$ cat src/rtl/calc_acc_param.sv
// Parametrised register-mapped accumulator calculator with sticky flags and status readback.
// Optional multiply op is enabled by defining CALC_MUL_EN.
module calc_acc_param #(
  parameter int DW          = 8,
  parameter int AW          = 7,
  parameter int SYNC_STAGES = 2
) (
  input  logic          clk,
  input  logic          rst_n,
  input  logic          write_vld,
  input  logic          read_en,
  input  logic [AW-1:0] addr,
  input  logic [DW-1:0] data_w,
  output logic [DW-1:0] data_r,
  output logic          calc_done,
  output logic          calc_ovf,
  output logic          calc_err
);

  localparam logic [1:0] ST_IDLE = 2'd0;
  localparam logic [1:0] ST_DATA = 2'd1;
  localparam logic [1:0] ST_OP   = 2'd2;

  localparam logic [AW-1:0] ADDR_OPERAND = AW'(1);
  localparam logic [AW-1:0] ADDR_COMMAND = AW'(2);
  localparam logic [AW-1:0] ADDR_RESULT  = AW'(4);
  localparam logic [AW-1:0] ADDR_STATUS  = AW'(5);

  localparam logic [DW-1:0] CMD_CLEAR  = DW'(8'h00);
  localparam logic [DW-1:0] CMD_ADD    = DW'(8'h10);
  localparam logic [DW-1:0] CMD_SUB    = DW'(8'h20);
  localparam logic [DW-1:0] CMD_EQUALS = DW'(8'h30);
  localparam logic [DW-1:0] CMD_AND    = DW'(8'h40);
  localparam logic [DW-1:0] CMD_OR     = DW'(8'h50);
  localparam logic [DW-1:0] CMD_XOR    = DW'(8'h60);
`ifdef CALC_MUL_EN
  localparam logic [DW-1:0] CMD_MUL    = DW'(8'h70);
`endif

  logic [SYNC_STAGES-1:0] sync_q;
  logic                   dly_q;
  logic                   in_vld;
  logic [1:0]             state;
  logic [DW-1:0]          acc;
  logic [DW-1:0]          pend_op;
  logic [DW-1:0]          alu_res;
  logic                   alu_ovf;
  logic                   cmd_is_op;
  logic                   wr_operand;
  logic                   wr_command;

  // The host strobe is asynchronous to us; synchronise, then keep only the rising edge.
  always_ff @(posedge clk or negedge rst_n) begin
    if (!rst_n) begin
      sync_q <= '0;
      dly_q  <= 1'b0;
    end else begin
      sync_q[0] <= write_vld;
      for (int i = 1; i < SYNC_STAGES; i++) sync_q[i] <= sync_q[i-1];
      dly_q <= sync_q[SYNC_STAGES-1];
    end
  end

  assign in_vld     = sync_q[SYNC_STAGES-1] & ~dly_q;
  assign wr_operand = in_vld && (addr == ADDR_OPERAND);
  assign wr_command = in_vld && (addr == ADDR_COMMAND);

`ifdef CALC_MUL_EN
  logic [2*DW-1:0] prod;
  assign prod = {{DW{1'b0}}, acc} * {{DW{1'b0}}, data_w};
`endif

  always_comb begin
    cmd_is_op = (data_w == CMD_ADD) || (data_w == CMD_SUB) || (data_w == CMD_AND) ||
                (data_w == CMD_OR)  || (data_w == CMD_XOR);
`ifdef CALC_MUL_EN
    if (data_w == CMD_MUL) cmd_is_op = 1'b1;
`endif
  end

  always_comb begin
    alu_res = acc;
    alu_ovf = 1'b0;
    case (pend_op)
      CMD_ADD: {alu_ovf, alu_res} = {1'b0, acc} + {1'b0, data_w};
      CMD_SUB: begin
        alu_res = acc - data_w;
        alu_ovf = (acc < data_w);
      end
      CMD_AND: alu_res = acc & data_w;
      CMD_OR:  alu_res = acc | data_w;
      CMD_XOR: alu_res = acc ^ data_w;
`ifdef CALC_MUL_EN
      CMD_MUL: begin
        alu_res = prod[DW-1:0];
        alu_ovf = |prod[2*DW-1:DW];
      end
`endif
      default: ;
    endcase
  end

  // CLEAR wins in any state; everything else follows the IDLE/DATA/OP protocol.
  always_ff @(posedge clk or negedge rst_n) begin
    if (!rst_n) begin
      state     <= ST_IDLE;
      acc       <= '0;
      pend_op   <= CMD_ADD;
      calc_done <= 1'b0;
      calc_ovf  <= 1'b0;
      calc_err  <= 1'b0;
    end else if (wr_command && (data_w == CMD_CLEAR)) begin
      state     <= ST_IDLE;
      acc       <= '0;
      calc_done <= 1'b0;
      calc_ovf  <= 1'b0;
      calc_err  <= 1'b0;
    end else if (wr_operand) begin
      case (state)
        ST_IDLE: begin
          acc       <= data_w;
          calc_done <= 1'b0;
          calc_ovf  <= 1'b0;
          calc_err  <= 1'b0;
          state     <= ST_DATA;
        end
        ST_OP: begin
          acc <= alu_res;
          if (alu_ovf) calc_ovf <= 1'b1;
          state <= ST_DATA;
        end
        default: calc_err <= 1'b1;
      endcase
    end else if (wr_command) begin
      case (state)
        ST_DATA: begin
          if (cmd_is_op) begin
            pend_op <= data_w;
            state   <= ST_OP;
          end else if (data_w == CMD_EQUALS) begin
            calc_done <= 1'b1;
            state     <= ST_IDLE;
          end else begin
            calc_err <= 1'b1;
          end
        end
        ST_OP: begin
          if (cmd_is_op) pend_op <= data_w;
          else           calc_err <= 1'b1;
        end
        default: calc_err <= 1'b1;
      endcase
    end
  end

  // Reads see the registers before any update landing on the same edge.
  always_ff @(posedge clk or negedge rst_n) begin
    if (!rst_n) begin
      data_r <= '0;
    end else if (read_en) begin
      case (addr)
        ADDR_RESULT: data_r <= acc;
        ADDR_STATUS: data_r <= {{(DW-5){1'b0}}, state, calc_err, calc_ovf, calc_done};
        default:     data_r <= '0;
      endcase
    end
  end

endmodule

$ cat config.mk
export PLATFORM = sky130hd
export DESIGN_NAME = calc_acc_param
export DESIGN_NICKNAME = d
export VERILOG_FILES = /design/src/rtl/calc_acc_param.sv
export SDC_FILE = /design/constraint.sdc
export NUM_CORES = 1
export LEC_CHECK = 0
export ABC_AREA = 1
export BUFFER_PORTS_ARGS = -buffer_cell sky130_fd_sc_hd__buf_2
export CORE_UTILIZATION = 50
export DETAILED_ROUTE_END_ITERATION = 6
export PLACE_DENSITY = 0.69
export SETUP_SLACK_MARGIN = 0.4
export SLEW_MARGIN = 20
export SYNTH_ARGS = -nofsm -noshare
export SYNTH_HDL_FRONTEND = slang
export SYNTH_SLANG_ARGS = --single-unit
$ cat constraint.sdc
create_clock -name clk -period 3.5 [get_ports clk]
set_clock_uncertainty 0.1 [all_clocks]
set_input_delay 0.175 -clock clk [delete_from_list [all_inputs] [get_ports clk]]
set_output_delay 0.175 -clock clk [all_outputs]
set_load 0.005 [all_outputs]
======== Word-level counts from Yosys, hierarchy flattened ========
Index checks and enable logic that the tools add are counted.
storage, ports and cells
  word-level logic and storage cells ...... 100
  output and inout bits ................... 11
  bits in registers ....................... 32
  bits of input ports ..................... 19
cells by class
  reduce and logical (&&, ||, !) cells .... 23
  mux-type cells .......................... 32
  bitwise logic cells ..................... 7
  $lt $le $gt $ge ......................... 1
  add/sub/neg operators ................... 2
  equality and inequality tests ........... 26
operator list
  cell                                                              count
  8-bit by 7-bit == test with 1-bit output (second input constant)  6
  8-bit one-hot mux with 5 select lines                             1
  8-bit one-hot mux with 2 select lines                             2
  8-bit by 6-bit == test with 1-bit output (second input constant)  3
  8-bit by 5-bit == test with 1-bit output (second input constant)  2
  1-bit 2-to-1 mux                                                  16
  8-bit 2-to-1 mux                                                  2
  5-bit AND reduction                                               3
  7-bit by 3-bit == test with 1-bit output (second input constant)  2
  2-bit 2-to-1 mux                                                  7
  3-bit nonzero test                                                4
  8-bit by 8-bit adder with 9-bit output                            1
  3-bit != test (second input constant)                             3
  8-bit bitwise AND                                                 1
  8-bit logical NOT                                                 1
  8-bit less-than comparator                                        1
  4-bit != test (second input constant)                             2
  8-bit OR                                                          1
  1-bit one-hot mux with 2 select lines                             4
  8-bit subtractor                                                  1
  8-bit bitwise XOR                                                 1
  7-bit by 1-bit == test with 1-bit output (second input constant)  1
  7-bit by 2-bit == test with 1-bit output (second input constant)  1
  7-bit != test (second input constant)                             1
  14 further kinds                                                  24

======== Logic depth before layout (Yosys ltp) ========
  depth after elaboration ................. 10
  mapped depth ............................ 15
  depth with buffers taken out ............ 14

======== Least setup slack after synthesis ========
No wires, ideal clock.
  path type ............................... register to register
  start point ............................. reg acc[0]
  end point ............................... reg calc_ovf
  period minus slack after synthesis ...... 1,805 ps
  path slack .............................. 1,695 ps
  setup time .............................. 121 ps
  arrival ................................. 1,584 ps
  required time ........................... 3,279 ps
  buffers on the path ..................... 0
  stages on the path, launching flop included .. 12
  cells stage by stage .................... dfrtp_1 -> inv_1 -> ha_1 -> fa_1 -> inv_1 -> nand3_1 -> nand3_1 -> a21oi_1 -> o21ai_0 -> nand2_1 -> nand2_1 -> nand2_1
on the way
  longest elaborated chain between the ends .. 4
  elaborated cells between the ends (all ways) .. 5
  those cells by class .................... add/sub (1); order compare (1); eq/ne (1); mux (1); reduce/logical (1)
ends and longest elaborated chain
  what                                                                                  RTL line  text
  from (decl)                                                                           44        logic [DW-1:0] acc;
  from (signal assigned)                                                                121       acc <= data_w;
  from (signal assigned)                                                                128       acc <= alu_res;
  8-bit by 8-bit adder with 9-bit output or 8-bit less-than comparator (tied branches)  85, 88
  1-bit one-hot mux with 2 select lines *                                               84        case (pend_op)
  3-bit != test (no line) *                                                             n/a
  3-bit AND reduction (no line) *                                                       n/a
  to (signal assigned)                                                                  110       calc_ovf <= 1'b0;
  to (signal assigned)                                                                  116       calc_ovf <= 1'b0;
  to (signal assigned)                                                                  123       calc_ovf <= 1'b0;
  to (decl)                                                                             16        output logic calc_ovf,
Mark *: on every way between the ends. The rest lies on a longest branch, timed or not.
A chain may end at the register's enable or synchronous reset.

======== Final worst setup path ========
  start point ............................. reg state[0]
  end point ............................... reg acc[6]
on the way
  longest elaborated chain between the ends .. 4
  elaborated cells between the ends (all ways) .. 8
  those cells by class .................... eq/ne (2); mux (3); reduce/logical (3)
ends and longest elaborated chain
  what                                                RTL line  text
  from (decl)                                         43        logic [1:0] state;
  from (signal assigned)                              106       state <= ST_IDLE;
  from (signal assigned)                              113       state <= ST_IDLE;
  from (signal assigned)                              125       state <= ST_DATA;
  2-bit == test or 2-bit logical NOT (tied branches)  119       case (state)
  8-bit one-hot mux with 2 select lines               119
  8-bit 2-to-1 mux                                    118       end else if (wr_operand) begin
  8-bit 2-to-1 mux                                    112       end else if (wr_command && (data_w == CMD_CLEAR)) begin
Several ways; a longest one is shown, not always the timed one. The select of a mux whose other input is x is not followed.

==> results_dict.tcl <==
set metrics [dict create \
    maxSlewViolCount 0 \
    wl_per_cell_um 14.3 \
    start_util_pct 51.6 \
    synthCells 461 \
    cts_setup_buffers 0 \
    gp_congestion 0.912 \
    grt_first_pass_wirelength_um 13300 \
    critical-path-top-delay-family "simple AND/OR/NAND/NOR gates" \
    intPower_uw 561 \
    cts-resized-gates 0 \
    outcome "completed" \
    crit_cells 9 \
    synth_edf_count 0 \
    yosysSeqAreaShare_pct 26.3 \
    pwr_density_cell_nw_per_um2 230 \
    cts_made_buffers 5 \
    gr-total-overflow 0 \
    hold_depth 3 \
    yosysTopAreaCell "dfrtp_1" \
    place_hpwl_um 6530 \
    slowest_delay_ns 0.56 \
    clk_latency_ns 0.29 \
    num-nets-final 539 \
    cp-end-kind "flop" \
    rsz0062_at_grt "false" \
    critical-path-slowest-cell "ha_1" \
    async_reset_ff_share_pct 100 \
    power.total_uw 774 \
    grt_max_degree 33 \
    finish.utilization_pct 56.8 \
    syn_area_per_cell_sq_um 6.62 \
    rows 28 \
    tritoncts "built" \
    pwr-share-clk_pct 38.7 \
    cp_cell_sequence "inv_1 > ha_1 > nor2_1 > nand3b_1 > nand2_1 > nand2_4 > nor2_4 > nand2_1 > nand2_1" \
    critical_path.most_common_cell "nand2_1" \
    die_w_um 80.1 \
    grt_usage_pct 27.6 \
    grt_pass1_vias 2728 \
    area_delta_synth_final_pct 10.1 \
    ios 30 \
    via_per_inst 5.28 \
    vias 2993 \
    drive_above_1_share_pct 15.0 \
    ff2ff_path_depth 9 \
    crit_path_max_fanout 16 \
    crit_buf_inv 1 \
    die_h_um 80.1 \
    detail_route.first_pass.iterations 5 \
    synth_top_area_share_pct 25.4 \
    cts-root-buf "clkbuf_8" \
    antenna_found_initial 0 \
    tightest_slew_ns 0.738 \
    cts_hold_buf 2 \
    slew_headroom_pct 50.8 \
    path_clk_slew_ns 0.07 \
    setup-tns-final_ns 0 \
    drc 0 \
    p_switching_uw 213 \
    ys.warnings.count 0 \
    syn_nets 509 \
    wirelength_um 8080 \
    required_ns 3.63 \
    port_buffers 29 \
    fmax_mhz 437 \
    drt_iter0_markers 134 \
    ys_top_cells_by_area "dfrtp_1 25%, nand2_1 18%, ha_1 11%" \
    post-route-min-period_ns 2.29 \
    synthTopCellsByCount "144 x nand2_1, 66 x inv_1, 41 x nor2_1" \
    fin_ws_ns 1.21 \
    cts.htree.levels 2 \
    critPathLaunchType "flop" \
    hold_viol 0 \
    clk_path_buf_depth 2 \
    clkSinkCount 32 \
    die_area_sq_um 6420 \
    synth_top_flop_cell "dfrtp_1" \
    detail-route-antenna-nets 0 \
    p_leak_nw 1.90 \
    irDropWorstVdd_uv 257 \
    critPathArrivalTime_ns 2.42 \
    setup_viol_count_final 0 \
    finalCritPeriodShare_pct 65.5 \
    switching_share_pct 27.5 \
    synth_cell_type_count 34 \
    drv_cap 0 \
    synth_most_common_cell "nand2_1" \
    ys_ff_latch 32 \
    core_sq_um 5920 \
    comb_power_share_pct 13.0 \
    p_seq_share_pct 48.3 \
    hp-class "in -> reg" \
    placement.setup.worst_slack_ns 1.27 \
    netlist_area_sq_um 3050 \
    crit_type "reg -> reg" \
    diodes 0 \
]
==> per-layer routing <==
| metal | wire length [um] | up-vias | global-route usage (%) | part of all wire [%] |
|---|---|---|---|---|
| met1 | 3650 | 1369 | 36.7 | 45 |
| met5 | 0 | - | 0 | 0 |
| li1 | - | 1515 | - | - |
| met3 | 401 | 11 | 3.41 | 5.0 |
| met2 | 3850 | 98 | 46.2 | 48 |
| met4 | 182 | 0 | 9.11 | 2.3 |
==> registers in the layout, indices dropped and copies added (netlist names) <==
signal and flops:
acc 8, pend_op 8, data_r 8, calc_err 1, calc_ovf 1, sync_q 2
calc_done 1, dly_q 1, state 2
==> cell type report <==
type                       count  area [sq um]
clock buffer                   6          82.6
clock inverter                 2          10.0
fill                         588          2560
inverter                      74           278
multi-input combinational    347          1930
sequential                    32           802
tap                           75          93.8
timing repair buffer          31           165
==> power groups by stage <==
| stage | sequential (mW) | combinational (mW) | clock, mW |
|---|---|---|---|
| 2_1_floorplan | 0.381 | 0.0592 | 0 |
| 6_report | 0.374 | 0.100 | 0.299 |
| 3_3_place_gp | 0.381 | 0.0979 | 0 |
| 5_1_grt | 0.374 | 0.114 | 0.319 |
| 4_1_cts | 0.374 | 0.100 | 0.304 |
| 3_5_place_dp | 0.381 | 0.0982 | 0 |
==> stage by stage <==
stage | cell area [sq um] | std cells | hold WS (ns)
after CTS | 3360 | 567 | 0.0584
after global routing | 3360 | 567 | 0.0735
after detailed placement | 3250 | 557 | 0.174
after global placement | 3250 | 557 | 0.172
after floorplan | 3050 | 461 | -0.221
final | 3360 | 567 | 0.0600
==> cell usage in the layout, fill, tap and decap left out, types with 3 or more instances in the layout <==
cell type	netlist	layout
nand3b_1	4	4
a21oi_1	7	7
nand4_1	16	16
o21ai_1	4	4
nand2_1	144	144
nand3_1	39	39
nor2_2	3	3
nand2_4	4	4
o21ai_0	15	15
o31ai_1	3	3
nand2_2	5	5
o22ai_1	5	5
nor2_1	41	41
clkbuf_8	0	6
inv_1	66	66
inv_2	8	8
nand3_2	7	7
nor3_1	6	6
nor2_4	5	5
buf_2	3	29
dfrtp_1	31	31
ha_1	27	27
==> worst min-delay path, cell delays in order <==
cell     delay (ns)
buf_2          0.13
nand2_1        0.06
nand2_1        0.05
==> path summary, 6_finish.rpt <==
| path | startpoint | slack, ns | to |
|---|---|---|---|
| max | state[0] | 1.21 | acc[6] |
| min | read_en | 0.06 | data_r[0] |
| max reg2reg | state[0] | 1.21 | acc[6] |
| min reg2reg | sync_q[0] | 0.26 | sync_q[1] |
| max in group asynchronous | rst_n | 2.43 | pend_op[2] |
| min in group asynchronous | rst_n | 0.38 | data_r[6] |
==> cells by family (layout without fill, tap and decap cells) <==
logic type                 after synthesis  in the layout  share of synthesized area (%)
DFF                                     32             32                           26.3
and+or+nand+nor                        279            279                           43.4
adders and majority gates               29             29                           12.4
xor gates and xnor gates                 2              2                          0.574
AOI/OAI and AO/OA                       37             37                           6.84
buffers and inverters                   82            113                           10.5
(Power assumes the default switching activity.)
